===== src/rtl/ps2_pkg.sv =====
// Shared scan-code constants, sequencer state encoding and key event payload.
package ps2_pkg;

   localparam logic [7:0]  SC_EXT = 8'hE0;
   localparam logic [7:0]  SC_BRK = 8'hF0;
   localparam int unsigned EV_W   = 10;

   typedef enum logic [1:0] {
      ST_IDLE   = 2'd0,
      ST_ACK    = 2'd1,
      ST_SETTLE = 2'd2
   } seq_state_e;

   typedef struct packed {
      logic       ext;
      logic       brk;
      logic [7:0] code;
   } key_event_t;

endpackage


===== src/rtl/key_event_fifo.sv =====
// Synchronous key event FIFO with registered head-of-queue outputs.
module key_event_fifo
   import ps2_pkg::*;
#(
   parameter int unsigned DEPTH = 4
) (
   input  logic       clk,
   input  logic       clr,
   input  logic       push_i,
   input  key_event_t push_data_i,
   input  logic       pop_i,
   output logic       full_o,
   output logic       empty_o,
   output logic       head_valid_o,
   output key_event_t head_o
);

   localparam int unsigned PTR_W = $clog2(DEPTH);
   localparam int unsigned CNT_W = PTR_W + 1;

   key_event_t       mem_q [DEPTH];
   logic [PTR_W-1:0] wr_q, wr_d;
   logic [PTR_W-1:0] rd_q, rd_d;
   logic [CNT_W-1:0] count_q, count_d;
   logic [CNT_W-1:0] occ_after_pop;
   logic             head_valid_q, head_valid_d;
   key_event_t       head_q, head_d;
   logic             push_ok, pop_ok;

   assign full_o       = (count_q == CNT_W'(DEPTH));
   assign empty_o      = (count_q == '0);
   assign head_valid_o = head_valid_q;
   assign head_o       = head_q;

   assign push_ok = push_i && !full_o;
   assign pop_ok  = pop_i && !empty_o;

   // New head is the next stored entry, or the incoming push if nothing else remains.
   always_comb begin
      wr_d          = wr_q;
      rd_d          = rd_q;
      head_d        = head_q;
      occ_after_pop = count_q - CNT_W'(pop_ok);
      count_d       = occ_after_pop + CNT_W'(push_ok);
      if (push_ok) wr_d = wr_q + PTR_W'(1);
      if (pop_ok)  rd_d = rd_q + PTR_W'(1);
      if (occ_after_pop != '0) begin
         head_d = mem_q[rd_d];
      end else if (push_ok) begin
         head_d = push_data_i;
      end
      head_valid_d = (count_d != '0);
   end

   always_ff @(posedge clk) begin
      if (clr) begin
         wr_q         <= '0;
         rd_q         <= '0;
         count_q      <= '0;
         head_valid_q <= 1'b0;
         head_q       <= '0;
      end else begin
         wr_q         <= wr_d;
         rd_q         <= rd_d;
         count_q      <= count_d;
         head_valid_q <= head_valid_d;
         head_q       <= head_d;
      end
   end

   always_ff @(posedge clk) begin
      if (push_ok) mem_q[wr_q] <= push_data_i;
   end

endmodule


===== src/rtl/ps2_key_sequencer.sv =====
// Fetches PS/2 receiver bytes, decodes E0/F0 prefixes into key events and keeps key status.
// Optional KEY_REPEAT_FILTER_EN drops typematic repeats of the held key.
module ps2_key_sequencer
   import ps2_pkg::*;
#(
   parameter int unsigned FIFO_DEPTH = 4
) (
   input  logic       clk,
   input  logic       clr,
   input  logic [7:0] ps2_data,
   input  logic       ps2_ready,
   input  logic       ps2_overflow,
   output logic       ps2_nextdata_n,
   output logic       ev_valid,
   input  logic       ev_ready,
   output logic [7:0] ev_code,
   output logic       ev_ext,
   output logic       ev_break,
   output logic [7:0] key_count,
   output logic [7:0] cur_key,
   output logic       ovf_seen
);

   seq_state_e state_q, state_d;
   logic [7:0] byte_q, byte_d;
   logic       ext_pend_q, ext_pend_d;
   logic       brk_pend_q, brk_pend_d;
   logic [7:0] key_count_q, key_count_d;
   logic [7:0] cur_key_q, cur_key_d;
   logic       ovf_seen_q, ovf_seen_d;
   logic       nextdata_n_q;
`ifdef KEY_REPEAT_FILTER_EN
   logic       cur_ext_q, cur_ext_d;
`endif

   logic       push_c;
   key_event_t push_ev_c;
   logic       pop_c;
   logic       fifo_full, fifo_empty;
   key_event_t head;

   assign pop_c = ev_ready && !fifo_empty;

   always_comb begin
      state_d     = state_q;
      byte_d      = byte_q;
      ext_pend_d  = ext_pend_q;
      brk_pend_d  = brk_pend_q;
      key_count_d = key_count_q;
      cur_key_d   = cur_key_q;
`ifdef KEY_REPEAT_FILTER_EN
      cur_ext_d   = cur_ext_q;
`endif
      ovf_seen_d  = ovf_seen_q | ps2_overflow;
      push_c      = 1'b0;
      push_ev_c   = '{ext: ext_pend_q, brk: brk_pend_q, code: byte_q};

      unique case (state_q)
         ST_IDLE: begin
            // Full is judged here only, so a push in ACK always has room.
            if (ps2_ready && !ps2_overflow && !fifo_full) begin
               state_d = ST_ACK;
               byte_d  = ps2_data;
            end
         end
         ST_ACK: begin
            state_d = ST_SETTLE;
            if (byte_q == SC_EXT) begin
               ext_pend_d = 1'b1;
            end else if (byte_q == SC_BRK) begin
               brk_pend_d = 1'b1;
            end else begin
               ext_pend_d = 1'b0;
               brk_pend_d = 1'b0;
               if (brk_pend_q) begin
                  push_c = 1'b1;
                  if (byte_q == cur_key_q) begin
                     cur_key_d = '0;
`ifdef KEY_REPEAT_FILTER_EN
                     cur_ext_d = 1'b0;
`endif
                  end
               end else begin
`ifdef KEY_REPEAT_FILTER_EN
                  if (!((cur_key_q != '0) && (cur_key_q == byte_q) && (cur_ext_q == ext_pend_q))) begin
                     push_c      = 1'b1;
                     key_count_d = key_count_q + 8'd1;
                     cur_key_d   = byte_q;
                     cur_ext_d   = ext_pend_q;
                  end
`else
                  push_c      = 1'b1;
                  key_count_d = key_count_q + 8'd1;
                  cur_key_d   = byte_q;
`endif
               end
            end
         end
         ST_SETTLE: state_d = ST_IDLE;
         default:   state_d = ST_IDLE;
      endcase
   end

   always_ff @(posedge clk) begin
      if (clr) begin
         state_q      <= ST_IDLE;
         byte_q       <= '0;
         ext_pend_q   <= 1'b0;
         brk_pend_q   <= 1'b0;
         key_count_q  <= '0;
         cur_key_q    <= '0;
         ovf_seen_q   <= 1'b0;
         nextdata_n_q <= 1'b1;
`ifdef KEY_REPEAT_FILTER_EN
         cur_ext_q    <= 1'b0;
`endif
      end else begin
         state_q      <= state_d;
         byte_q       <= byte_d;
         ext_pend_q   <= ext_pend_d;
         brk_pend_q   <= brk_pend_d;
         key_count_q  <= key_count_d;
         cur_key_q    <= cur_key_d;
         ovf_seen_q   <= ovf_seen_d;
         nextdata_n_q <= (state_d != ST_ACK);
`ifdef KEY_REPEAT_FILTER_EN
         cur_ext_q    <= cur_ext_d;
`endif
      end
   end

   key_event_fifo #(
      .DEPTH (FIFO_DEPTH)
   ) u_fifo (
      .clk          (clk),
      .clr          (clr),
      .push_i       (push_c),
      .push_data_i  (push_ev_c),
      .pop_i        (pop_c),
      .full_o       (fifo_full),
      .empty_o      (fifo_empty),
      .head_valid_o (ev_valid),
      .head_o       (head)
   );

   assign ps2_nextdata_n = nextdata_n_q;
   assign ev_code        = head.code;
   assign ev_ext         = head.ext;
   assign ev_break       = head.brk;
   assign key_count      = key_count_q;
   assign cur_key        = cur_key_q;
   assign ovf_seen       = ovf_seen_q;

endmodule


===== config.mk =====
export PLATFORM = sky130hd
export DESIGN_NAME = ps2_key_sequencer
export DESIGN_NICKNAME = d
export VERILOG_FILES = /design/src/rtl/ps2_pkg.sv /design/src/rtl/key_event_fifo.sv /design/src/rtl/ps2_key_sequencer.sv
export SDC_FILE = /design/constraint.sdc
export NUM_CORES = 1
export LEC_CHECK = 0
export BUFFER_PORTS_ARGS = -buffer_cell sky130_fd_sc_hd__buf_2
export CAP_MARGIN = 10
export CORE_AREA = 4 4 91 93
export DETAILED_ROUTE_END_ITERATION = 8
export DIE_AREA = 0 0 95 97
export PLACE_DENSITY = 0.74
export SYNTH_ARGS = -nofsm -noshare
export SYNTH_HDL_FRONTEND = slang
export SYNTH_SLANG_ARGS = --single-unit

===== constraint.sdc =====
create_clock -name clk -period 4.8 [get_ports clk]
set_clock_uncertainty 0.2 [all_clocks]
set_input_delay 0.48 -clock clk [delete_from_list [all_inputs] [get_ports clk]]
set_output_delay 0.48 -clock clk [all_outputs]
set_load 0.01 [all_outputs]

==> results.yml, run 1 <==
grt:
  grt_start_max_net_pins: 57
  track_usage: 0.1639
  grt_pass1_wl_mm: 11.72
  grt-ovfl-total: 0
  grt_pass1_vias: 2309
  antenna_found_initial: 0
cts:
  clk_latency_ns: 0.35
  cts_resized: 0
  ctsHtreeMaxLevel: 3
  cts-root-buf: "clkbuf_8"
  clkTransAtPathRegs_ns: 0.08
  cts_tree: "yes"
  cts.sinks: 88
  hold_buffers: 0
  cts_max_path_buffers: 2
  cts_setup_buffers: 0
  cts_inserted_buffers: 9
drt:
  ant_nets: 0
  vias_per_cell: 5.271
  wl_per_cell_um: 15.60
  drtIter0Drc: 108
  wl_mm: 6.850
  vias: 2314
  drc: 0
  drt_first_pass_iters: 4
cells_and_area:
  seq_area_sq_um: 2162
  synthToLayoutAreaGrowth_pct: 13.59
  layout-drive-gt1-share: 0.1899
  final_cells: 439
  nets: 354
  final_common_cell: "dfxtp_1"
  final_cell_mix: "48 x dfxtp_1, 41 x buf_2, 40 x edfxtp_1, 29 x mux2i_1, 27 x nor2_1"
  n_antenna_cell: 0
  multi_input_area_sq_um: 1420
  fill_cells: 690
yosys:
  syn_area_sq_um: 3674
  synth_edf_count: 40
  synthFlopType: "dfxtp_1"
  synth_cell_types: 40
  synth_area_per_cell_sq_um: 12.67
  syn-instance-count: 290
  synthTopCellsByArea: "edfxtp_1 33%, dfxtp_1 26%, mux2i_1 7.9%"
  async_reset_ff_frac: 0
  seq_area_frac_synth: 0.5886
  syn_nets: 312
  yosys.area.top_type: "edfxtp_1"
  ys.warnings.count: 0
  synth-seq-cells: 88
  synth_top_area_share: 0.3270
floorplanning:
  io_pins: 42
  fp.dieW_um: 95
  initial_core_util: 0.4880
  die_area_sq_um: 9215
  die_height_um: 97
  core_sq_um: 7527
  core.rowCount: 32
worst_setup_path:
  crit_fanout: 11
  r2r_slack_ns: 2.09
  end_kind: "flop"
  rr_worst_depth: 8
  critical_path_class: "reg -> reg"
  r2r_end: "u_fifo.head_o[1]"
  crit_path_start_kind: "flop"
  arrival_ns: 2.77
  reg2reg_from: "u_fifo.count_q[2]"
  critPathRequiredTime_ns: 4.86
min_path:
  hp-start: "ps2_data[1]"
  hold-path-cell-count: 3
  hp-class: "in -> reg"
  min_to: "byte_q[1]"
place:
  io_buffers: 41
  gp_congestion: 0.7478
  dp.cells: 423
  dp_hpwl_mm: 4.805
job:
  cap_violations: 0
outcome:
  status: "completed"
sta:
  rsz0062_at_grt: "no"
  worstMarginPinSlew_ns: 0.8995
  drv_slew: 0
  setup-tns-final_ns: 0
  setup_viol: 0
  max_freq_ghz: 0.3685
  post-route-period-util: 0.5653
  slew_headroom: 0.4003
  period_needed_ns: 2.714
  hold_violations: 0
power_and_ir_drop:
  leakage_nw: 1.743
  p_per_area_nw_per_um2: 462.0
  max-vdd-ir-drop_uv: 217.3
-- cell type report --
| type | count | share of cell area |
|---|---|---|
| repair buffers | 42 | 0.05097 |
| multi-input cells | 183 | 0.3403 |
| inverters | 8 | 0.007196 |
| clock inverters | 6 | 0.01979 |
| flip-flops and latches | 88 | 0.5181 |
| well taps | 102 | 0.03058 |
| clock buffers | 10 | 0.03298 |
-- metrics by stage --
step,total power [W],hold slack (ns),instance area [sq um],worst slack [ns],utilization
after floorplan,0.001275,0.2823,3674,2.589,-
after global placement,0.001381,0.2437,3953,2.201,0.5251
after detailed placement,0.001398,0.2656,3953,2.087,0.5251
after CTS,0.001948,0.1432,4173,2.085,0.5544
after global routing,0.002038,0.1711,4173,1.839,0.5544
final,0.001928,0.1575,4173,2.087,0.5544
-- cells by family (layout without fill, tap and decap cells) --
logic type | after synthesis | in the layout | synth area share
xor+xnor | 19 | 19 | 0.04735
simple gates | 76 | 76 | 0.1127
buf+inv | 19 | 66 | 0.02486
mux | 39 | 39 | 0.1097
compound gates | 40 | 40 | 0.08617
fa+ha+maj | 9 | 9 | 0.03065
flops | 88 | 88 | 0.5886
-- cell usage after synthesis (2+ instances only) --
| master | count |
|---|---|
| dfxtp_1 | 48 |
| edfxtp_1 | 40 |
| mux2i_1 | 29 |
| nor2_1 | 27 |
| xor2_1 | 15 |
| a211oi_1 | 10 |
| nand2b_1 | 10 |
| o2bb2ai_1 | 10 |
| ha_1 | 9 |
| mux2_1 | 9 |
| o21ai_1 | 9 |
| inv_1 | 8 |
| nand3b_1 | 8 |
| clkbuf_1 | 7 |
| nand2_1 | 7 |
| a21oi_1 | 6 |
| and3_1 | 6 |
| nor2b_1 | 3 |
| nor3_1 | 3 |
| xnor2_1 | 3 |
| buf_6 | 2 |
| nand3_1 | 2 |
| nor4_1 | 2 |
-- how the worst max path moves through the flow --
| stage | start | end | slack (ns) | cells past startpoint |
|---|---|---|---|---|
| 2_1_floorplan | byte_q[0] | u_fifo.head_valid_o | 2.59 | 8 |
| 3_3_place_gp | ev_ready | u_fifo.head_o[3] | 2.20 | 9 |
| 3_5_place_dp | ev_ready | u_fifo.head_o[6] | 2.09 | 9 |
| 4_1_cts | u_fifo.count_q[2] | u_fifo.head_o[1] | 2.08 | 8 |
| 5_1_grt | u_fifo.count_q[2] | u_fifo.head_o[6] | 1.84 | 8 |
| 6_report | u_fifo.count_q[2] | u_fifo.head_o[1] | 2.09 | 8 |
-- layer usage --
metal	wire length (um)	up-vias	track usage
li1	-	1136	-
met1	3151	1106	0.2192
met2	3122	58	0.2467
met3	398	14	0.03966
met4	178	0	0.08102
met5	0	-	0
-- worst max-delay path, cell delays in order, from the launching register on --
cell and delay, ns:
dfxtp_1 0.41, o31a_1 0.35, ha_1 0.19, ha_1 0.18, xnor2_1 0.26, and3_1 0.48
nor2_2 0.17, o2bb2ai_1 0.17, a211oi_1 0.21
-- power by group --
group | leakage, nW | switching [W] | internal [W]
clock | 0.104 | 0.000249 | 0.000304
sequential | 0.763 | 0.0000613 | 0.000856
combinational | 0.876 | 0.000257 | 0.000200
total | 1.74 | 0.000568 | 0.00136
-- flip-flops by register name, summed over array words and instances (netlist names), 2 cells and up --
signal,count
u_fifo.mem_q,40
u_fifo.head_o,10
byte_q,8
cur_key,8
key_count,8
u_fifo.count_q,3
state_q,2
u_fifo.rd_q,2
u_fifo.wr_q,2
No activity file was read; power rests on OpenSTA's default activity.
==> run 2, diff against run 1 <==
- clock period: 4.8 -> 2.6 ns (I/O delays scaled with it)
==> run 2 against run 1 <==
Effect of this change: non-clock buffer count is 23 higher; global-route usage is 0.85 points higher; critical path depth stayed put; register-to-register slack worse by 1.9 ns; core utilization is 2.2 points higher; setup slack worse by 1.9 ns; first-iteration DRC count is 25% lower; flip-flop and latch count stayed put; largest cell class unchanged; clock power is 52% higher; sequential share of layout area is 1.9 points lower.
==> results.yml, run 2 (synthesis gave the netlist of run 1 again) <==
grt:
  grt-ovfl-total: 0
  grt_pass1_wl_mm: 12.20
  antenna_found_initial: 0
  grt_start_max_net_pins: 57
  track_usage: 0.1725
  grt_pass1_vias: 2508
place:
  io_buffers: 41
  dp_hpwl_mm: 5.008
  gp_congestion: 0.7881
worst_setup_path:
  crit_path_start_kind: "flop"
  rr_worst_depth: 8
  r2r_slack_ns: 0.16
  reg2reg_from: "u_fifo.count_q[0]"
  critical_path_class: "reg -> reg"
  r2r_end: "u_fifo.head_o[6]"
  critPathRequiredTime_ns: 2.60
  arrival_ns: 2.44
  crit_fanout: 10
  end_kind: "flop"
sta:
  hold_violations: 0
  drv_slew: 0
  slew_headroom: 0.3823
  post-route-period-util: 0.9396
  worstMarginPinSlew_ns: 0.9265
  max_freq_ghz: 0.4093
  hold_ws_ns: 0.2444
  setup_viol: 0
  setup-tns-final_ns: 0
  period_needed_ns: 2.443
min_path:
  hp-start: "ev_ready"
  min_to: "u_fifo.rd_q[1]"
  hold-path-cell-count: 5
  hp-class: "in -> reg"
floorplanning:
  die_height_um: 97
  core_sq_um: 7527
  fp.dieW_um: 95
  core.rowCount: 32
  die_area_sq_um: 9215
  io_pins: 42
  initial_core_util: 0.4880
cts:
  cts-root-buf: "clkbuf_8"
  cts_max_path_buffers: 2
  cts_setup_buffers: 0
  cts_inserted_buffers: 9
  cts_tree: "yes"
  ctsHtreeMaxLevel: 3
  clkTransAtPathRegs_ns: 0.09
  cts.sinks: 88
  clk_latency_ns: 0.35
drt:
  wl_per_cell_um: 15.78
  ant_nets: 0
  wl_mm: 7.290
  drc: 0
  vias: 2405
  vias_per_cell: 5.206
  drt_first_pass_iters: 4
  drtIter0Drc: 81
outcome:
  status: "completed"
power_and_ir_drop:
  leakage_nw: 1.839
  p_per_area_nw_per_um2: 803.1
  fin_total_pwr_w: 0.003482
  max-vdd-ir-drop_uv: 381.2
cells_and_area:
  final_cell_mix: "48 x dfxtp_1, 41 x buf_2, 40 x edfxtp_1, 29 x mux2i_1, 27 x nor2_1"
  n_antenna_cell: 0
  top_register: "u_fifo.mem_q"
  nets: 377
  synthToLayoutAreaGrowth_pct: 18.02
  largest_reg_flops: 40
  final_common_cell: "dfxtp_1"
  layout-drive-gt1-share: 0.2194
job:
  cap_violations: 0
## run 2: cell types whose count changed in the layout (fill, tap and decap cells not counted)
cell,delta
inv_6,+1
buf_12,+1
dlygate4sd3_1,+9
nand2_1,-1
bufinv_16,-2
nand2_2,+1
clkbuf_8,-1
clkinv_4,+2
clkbuf_1,+1
buf_4,+13
clkinv_1,-1
## run 2: worst max path at each step
stage / start / endpoint / slack (ns) / cells past startpoint
after CTS: u_fifo.count_q[0] / u_fifo.head_o[6] / 0.12 / 8
after detailed placement: u_fifo.count_q[0] / u_fifo.head_o[6] / 0.14 / 8
after global routing: u_fifo.count_q[0] / u_fifo.head_o[6] / -0.001 / 8
final: u_fifo.count_q[0] / u_fifo.head_o[6] / 0.16 / 8
after floorplan: byte_q[0] / u_fifo.head_valid_o / 0.39 / 8
after global placement: u_fifo.count_q[0] / u_fifo.head_o[7] / 0.22 / 8
## run 2: routing by layer
layer / GRT usage / up-vias / wire, um
met1: 0.2236 / 1165 / 3475
met5: 0 / - / 0
met3: 0.03344 / 11 / 304
met2: 0.2793 / 49 / 3398
met4: 0.07214 / 0 / 112
li1: - / 1180 / -
## run 2: timing repair
item,4_1_cts,5_1_grt
endpoints found under the hold margin,9,0
hold buffers,9,0
endpoints found under the setup margin,0,5
gates resized for setup,0,1
## run 2: final cells by class
class,count,area (sq um)
Fill cell,663,3192
Sequential cell,88,2162
Multi-Input combinational cell,183,1423
Timing Repair Buffer,65,420.4
Clock buffer,10,127.6
Tap cell,102,127.6
Clock inverter,6,45.04
Inverter,8,30.03
## run 2: power by group
group          leakage, nW  internal [W]  switching, W
Clock               0.0805      0.000351      0.000492
Sequential           0.763       0.00158     0.0000814
Combinational        0.995      0.000427      0.000550
## run 2: per-stage QoR
step,util,std cells,instance area [sq um],setup WS [ns]
floorplan,-,290,3674,0.3885
finish,0.5760,462,4335,0.1570
CTS,0.5756,462,4333,0.1191
detailed placement,0.5407,437,4070,0.1388
global placement,0.5407,437,4070,0.2240
global route,0.5760,462,4335,-0.001093
## run 2: worst max-delay path: stages, from the launching register on
cell,delay [ns]
dfxtp_1,0.36
o31a_1,0.35
ha_1,0.20
ha_1,0.19
xnor2_1,0.16
and3_1,0.23
nor2_2,0.35
o2bb2ai_1,0.17
a211oi_1,0.07
